==> src/rtl/scan_query_controller.sv <==
// rtl/scan_query_controller.sv - scan load / capture / unload sequencer for one oracle query
module scan_query_controller #(
    parameter int CHAIN_LEN = 3,
    parameter int PI_W      = 4,
    parameter int PO_W      = 1,
    parameter int CYC_W     = 4
) (
    input  logic                 CK,
    input  logic                 RST,
    input  logic                 START,
    input  logic [CHAIN_LEN-1:0] STATE_IN,
    input  logic [PI_W-1:0]      PI_IN,
    input  logic [CYC_W-1:0]     CAP_CYCLES,
    input  logic                 SO,
    input  logic [PO_W-1:0]      DUT_PO,
    output logic                 SE,
    output logic                 SI,
    output logic                 DUT_EN,
    output logic [PI_W-1:0]      DUT_PI,
    output logic                 BUSY,
    output logic                 DONE,
    output logic [CHAIN_LEN-1:0] STATE_OUT,
    output logic [PO_W-1:0]      PO_OUT
);

    localparam int CW = $clog2(CHAIN_LEN + 1);
    localparam logic [CW-1:0] LAST_BIT = CW'(CHAIN_LEN - 1);

    typedef enum logic [2:0] {IDLE, LOAD, CAPTURE, UNLOAD, FIN} state_t;

    state_t               state, state_nxt;
    logic [CW-1:0]        bit_cnt;
    logic [CYC_W-1:0]     cyc_cnt;
    logic [CYC_W-1:0]     n_lat;
    logic [PI_W-1:0]      pi_lat;
    logic [CHAIN_LEN-1:0] sh, sh_nxt;
    logic [PO_W-1:0]      po_cap;
    logic                 bit_last, cyc_last;

    assign bit_last = (bit_cnt == LAST_BIT);
    assign cyc_last = (cyc_cnt == n_lat - CYC_W'(1));

    // One register serves both directions: it shifts the load image out MSB first
    // (back-filling zeros) and then collects SO during unload.
    assign sh_nxt = (sh << 1) | CHAIN_LEN'((state == UNLOAD) ? SO : 1'b0);

    always_comb begin
        state_nxt = state;
        SE        = 1'b0;
        SI        = 1'b0;
        DUT_EN    = 1'b0;
        DUT_PI    = '0;
        BUSY      = 1'b0;
        DONE      = 1'b0;
        case (state)
            IDLE: begin
                if (START) state_nxt = LOAD;
            end
            LOAD: begin
                SE     = 1'b1;
                DUT_EN = 1'b1;
                BUSY   = 1'b1;
                SI     = sh[CHAIN_LEN-1];
                if (bit_last) state_nxt = (n_lat == '0) ? UNLOAD : CAPTURE;
            end
            CAPTURE: begin
                DUT_EN = 1'b1;
                BUSY   = 1'b1;
                DUT_PI = pi_lat;
                if (cyc_last) state_nxt = UNLOAD;
            end
            UNLOAD: begin
                SE     = 1'b1;
                DUT_EN = 1'b1;
                BUSY   = 1'b1;
                if (bit_last) state_nxt = FIN;
            end
            FIN: begin
                DONE      = 1'b1;
                state_nxt = IDLE;
            end
            default: state_nxt = IDLE;
        endcase
    end

    always_ff @(posedge CK or posedge RST) begin
        if (RST) begin
            state     <= IDLE;
            bit_cnt   <= '0;
            cyc_cnt   <= '0;
            n_lat     <= '0;
            pi_lat    <= '0;
            sh        <= '0;
            po_cap    <= '0;
            STATE_OUT <= '0;
            PO_OUT    <= '0;
        end else begin
            state <= state_nxt;
            case (state)
                IDLE: begin
                    if (START) begin
                        sh      <= STATE_IN;
                        pi_lat  <= PI_IN;
                        n_lat   <= CAP_CYCLES;
                        po_cap  <= '0;
                        bit_cnt <= '0;
                        cyc_cnt <= '0;
                    end
                end
                LOAD: begin
                    sh      <= sh_nxt;
                    bit_cnt <= bit_last ? '0 : bit_cnt + CW'(1);
                end
                CAPTURE: begin
                    po_cap  <= DUT_PO;
                    cyc_cnt <= cyc_cnt + CYC_W'(1);
                end
                UNLOAD: begin
                    sh      <= sh_nxt;
                    bit_cnt <= bit_last ? '0 : bit_cnt + CW'(1);
                    // Published results change only here, so they hold through the next query.
                    if (bit_last) begin
                        STATE_OUT <= sh_nxt;
                        PO_OUT    <= po_cap;
                    end
                end
                default: ;
            endcase
        end
    end

endmodule
==> config.mk <==
export PLATFORM = sky130hd
export DESIGN_NAME = scan_query_controller
export DESIGN_NICKNAME = d
export VERILOG_FILES = /design/src/rtl/scan_query_controller.sv
export SDC_FILE = /design/constraint.sdc
export NUM_CORES = 1
export LEC_CHECK = 0
export CAP_MARGIN = 20
export CORE_UTILIZATION = 48
export DETAILED_ROUTE_END_ITERATION = 7
export GPL_ROUTABILITY_DRIVEN = 0
export PLACE_DENSITY_LB_ADDON = 0.2
export SETUP_SLACK_MARGIN = 0.2
export SLEW_MARGIN = 0
export SYNTH_ARGS = -nofsm -noshare
export SYNTH_HDL_FRONTEND = slang
export SYNTH_SLANG_ARGS = --single-unit
==> constraint.sdc <==
create_clock -name CK -period 2.05 [get_ports CK]
set_input_delay 0.41 -clock CK [delete_from_list [all_inputs] [get_ports CK]]
set_output_delay 0.41 -clock CK [all_outputs]
set_load 0.02 [all_outputs]
* Word-level counts from Yosys, hierarchy flattened
Index checks and enable logic that the tools add are counted.
Widths: inputs -> output; s select.
** Operators by class
- Add/subtract/negate cells :: 3
- Multiply operators :: 0
- Div/mod/pow operators :: 0
- $lt $le $gt $ge :: 0
- Eq/ne operators :: 10
- Shift-type cells :: 0
- Multiplexer cells :: 21
- Bitwise gates (word level) :: 1
- Reduce and logical (&&, ||, !) cells :: 11
** Operators by type and width (count)
- $mux 3 :: 5
- $pmux 3 s4 :: 1
- $mux 4 :: 2
- $ne 2x2->1 const B :: 4
- $pmux 4 s2 :: 1
- $reduce_and 2->1 :: 4
- $mux 1 :: 7
- $eq 3x2->1 const B :: 2
- $pmux 3 s2 :: 1
- $add 4x1->4 const B :: 1
- $eq 4x4->1 :: 1
- $logic_not 4->1 :: 1
- $mux 2 :: 2
- $pmux 2 s2 :: 1
- $reduce_and 4->1 :: 1
- $reduce_bool 2->1 :: 2
- $sub 4x1->4 const B :: 1
- $eq 3x1->1 const B :: 1
- $eq 3x3->1 const B :: 1
- $logic_not 3->1 :: 1
- $or 3x1->3 :: 1
- $reduce_or 3->1 :: 1
- $add 2x1->2 const B :: 1
- $eq 2x2->1 const B :: 1
- 2 further kinds :: 2
** Word-level totals
- Flip-flop bits (word level) :: 25
- Latch bits :: 0
- RAM bits :: 0
- Bits in read-only memories :: 0
- Output and inout bits :: 13
- Logic and storage cells :: 55
- Memories kept :: 0

* Logic depth before layout (Yosys ltp)
- Depth in word-level cells :: 4
- Depth in mapped cells :: 6
- Gate-level depth less buffers :: 6

* Worst setup path before layout
Ideal clock, no wire load.
- Kind :: register to register
- Start :: reg state[2]
- End :: reg PO_OUT
- Setup time :: 0.125 ns
- Arrival time :: 1.447 ns
- Path slack :: 0.478 ns
- Stages on the path, launching flop included :: 6
- Buffers on the path :: 1
- Clock period less this slack :: 1.572 ns
- Cells stage by stage :: dfrtp_1 > buf_6 > nand2b_4 > clkinv_1 > nand3_1 > mux2_2
** Between the ends
- Cells in the longest elaborated chain, start to end :: 2
** RTL lines
- from (decl) :: line 31 : state_t state, state_nxt;
- from (signal assigned) :: line 98 : state <= state_nxt;
- $eq 3x2->1 :: line 99 : case (state)
- $reduce_and 2->1 (no line)
- to (signal assigned) :: line 124 : PO_OUT <= po_cap;
- to (decl) :: line 23 : output logic [PO_W-1:0] PO_OUT
Every way passes these cells.
A chain may end at the register's enable or synchronous reset.

* Worst setup path in the final report
- Start :: reg state[2]
- End :: out DUT_PI[2]
** Between the ends
- Cells in the longest elaborated chain, start to end :: 2
** RTL lines
- $eq 3x2->1 :: line 55 : case (state)
- $mux 4 :: line 55
- to (decl) :: line 19 : output logic [PI_W-1:0] DUT_PI,
Every way passes these cells.

==> results.tsv <==
stage	metric	value	unit
setup_path	worst endpoint data arrival time	1420	ps
setup_path	Slowest-stage cell, CP	dfrtp_1	
clocking	total CTS buffers	3	
power	Power Dens Cells	1450	nW/um^2
die	Die Area	2780	um^2
layout	fraction of layout cells with a size suffix above 1	29.3	%
setup_path	crit-path cells	nor3b_4, buf_4, and2_4, buf_6	
synthesis	top cells by area, synth	dfrtp_1 (51%), mux2_2 (10%), buf_6 (3.6%), xnor2_1 (2.8%), nor2_1 (2.7%)	
job	Max-Cap Viols	0	
synthesis	Unique masters post-synth	29	
synthesis	syn_area_per_cell	11.4	um^2
clocking	number of H-tree levels	1	
place	Post-DP Area	1570	um^2
global_routing	met1 usage	25.6	%
routing	DR vias/cell	5.17	
setup_path	Critical Path Source	state[2]	
sta	Setup TNS Final	0	ps
layout	Filler cells	206	
routing	total number of vias	915	
sta	Slew HR	79.1	%
sta	Final setup viols	0	
sta	Worst Max-Slew Pin Slew	313	ps
setup_path	crit path kind	reg2out	
synthesis	Synth Register Bits	25	
global_routing	GR Util met3	2.90	%
global_routing	initial antenna violation count	0	
routing	drt initial violations	10	
sta	RSZ-0062 raised after global routing	true	
place	IO buf count	28	
hold_path	Min-Delay Path Class	in2async	
global_routing	Top Usage Layer GRT	met2	
layout	cell area after layout	1610	um^2
synthesis	largest area contributor in the netlist	dfrtp_1	
setup_path	CP required	1640	ps
clocking	clock tree buffer depth	2	
layout	non-filler cells in the finished layout	177	
setup_path	max incr delay on CP	460	ps
clocking	# clock sinks	25	
die	Die W	52.8	um
setup_path	reg-to-reg startpoint	state[0]	
die	IO Count	29	
place	HPWL after DPL	1840	um
global_routing	global-route usage over all layers	20.1	%
global_routing	GR Util met2	33.1	%
clocking	TritonCTS clock tree	built	
routing	drc violations	0	
global_routing	number of global-route vias before repair	910	
routing	detailed-route wire length per cell	13.5	um
layout	Area Growth Syn to Fin	30.3	%
power	VDD IR max	0.945	mV
layout	Final #Nets	166	
synthesis	Synth Cell Area	1240	um^2
routing	Final ANT Viol Nets	0	
sta	Achievable Freq	0.547	GHz
setup_path	reg2reg path depth	6	
global_routing	first-pass GRT wire length	3980	um
sta	final hold violations	0	
sta	clock skew	3.33	ps
synthesis	Synth warnings	0	
clocking	# hold bufs at CTS	0	
clocking	Reg clk slew, reported paths	140	ps
synthesis	post-synth top area share	50.6	%
global_routing	largest net degree at the start of global routing	26	
die	core footprint	2450	um^2
sta	fin crit period	1830	ps
global_routing	grt ovf	0	
routing	WL final	2390	um
synthesis	syn nets	126	
sta	Slew Viols, Final	0	
power	LEAKAGE	0.732	nW
die	Die Span Y	52.8	um
routing	1st-pass router iterations	4	
layout	Ant. Diodes	0	
layout	final core utilization	65.6	%
synthesis	Cells after Synth	108	
clocking	worst-skew pair later-pin latency	310	ps
clocking	Root Driver	clkbuf_4	
synthesis	sequential share of the synthesized area	50.6	%
setup_path	CP endpoint kind	primary output	
die	num rows	18	
place	Placed Instances	170	
setup_path	worst-path fanout max	4	
die	Starting Density	50.4	%
sta	period utilisation layout	89.2	%
setup_path	Critical Path Start Type	register	
outcome	run status	complete, no violations	
[sequential cells by signal (all words and copies together), names as in the netlist]
register and cells:
n_lat 4, cyc_cnt 4, PO_OUT 1, STATE_OUT 3, po_cap 1, sh 3, state 3, bit_cnt 2
pi_lat 4
[worst max-delay path: cells and delay by family, from the launching register on]
family                 cells  cell delay [ps]
AND/OR/NAND/NOR            2              400
buffers and inverters      2              250
flip-flops                 1              460
[metal layers]
| layer | vias to the layer above | wire [um] |
|---|---|---|
| met5 | - | 0 |
| met4 | 0 | 27 |
| met3 | 2 | 79 |
| met2 | 20 | 1220 |
| met1 | 446 | 1060 |
| li1 | 447 | - |
[logic make-up after synthesis]
logic type | count (synthesis) | synth area share, %
adders and majority gates | 2 | 2.02
xor gates and xnor gates | 7 | 4.96
muxes | 14 | 12.4
buffers and inverters | 11 | 6.07
AOI/OAI and AO/OA | 16 | 7.69
DFF | 25 | 50.6
and+or+nand+nor | 33 | 16.2
[what timing repair did]
item,in CTS,in global routing
gates cloned,0,0
pin swaps,1,3
resized for setup,31,15
setup endpoints to repair,9,8
setup buffers,0,3
[cell usage in the layout (no fill, tap or decap), types with 4 or more instances in the layout]
cell type and instances:
inv_1 5, xnor2_1 4, o21ai_1 5, buf_4 14, dfrtp_1 25, nand2_1 7
mux2_2 11, clkdlybuf4s50_1 19, nor2_1 8, o21ai_0 5
[stage by stage]
step / hold WS [ps] / power, mW / worst slack [ps]
floorplan: 437 / 1.70 / 478
global placement: 481 / 2.06 / 180
detailed placement: 486 / 2.11 / 151
CTS: 433 / 2.32 / 100
global route: 449 / 2.51 / 119
finish: 423 / 2.34 / 222
[layout make-up]
| cell class | count | area (um^2) | area share, % |
|---|---|---|---|
| Timing Repair Buffer | 40 | 343 | 21.3 |
| Clock buffer | 3 | 22.5 | 1.40 |
| Sequential cell | 25 | 626 | 38.9 |
| Inverter | 6 | 22.5 | 1.40 |
| Tap cell | 30 | 37.5 | 2.33 |
| Clock inverter | 1 | 5.00 | 0.311 |
| Multi-Input combinational cell | 72 | 554 | 34.4 |
[synthesized netlist by cell type, drive strengths merged]
cell type,instances
xor2,3
clkinv,1
ha,2
buf,5
nand2b,1
mux2,11
dfrtp,25
or3b,1
a21oi,1
inv,5
nand2,7
a211oi,1
and2,5
a31oi,1
xnor2,4
nand4,2
nand3,2
nor3b,2
mux2i,3
nor2b,1
nor3,1
nor2,9
nor4b,2
o21ai,10
a22o,3
[final timing paths]
check / to / slack [ps]
hold reg to reg: pi_lat[3] / 520
hold / removal: pi_lat[3] / 420
max in group asynchronous: n_lat[2] / 1390
setup reg to reg: STATE_OUT[1] / 380
setup / recovery: DUT_PI[2] / 220
min in group CK: pi_lat[3] / 520
[where the power goes]
group / switching (mW) / internal [mW] / leakage [nW] / total, mW
combinational: 0.590 / 0.647 / 0.401 / 1.24
sequential: 0.175 / 0.711 / 0.314 / 0.886
clock: 0.144 / 0.0728 / 0.0177 / 0.217
total: 0.909 / 1.43 / 0.732 / 2.34
No activity file was read; power rests on OpenSTA's default activity.
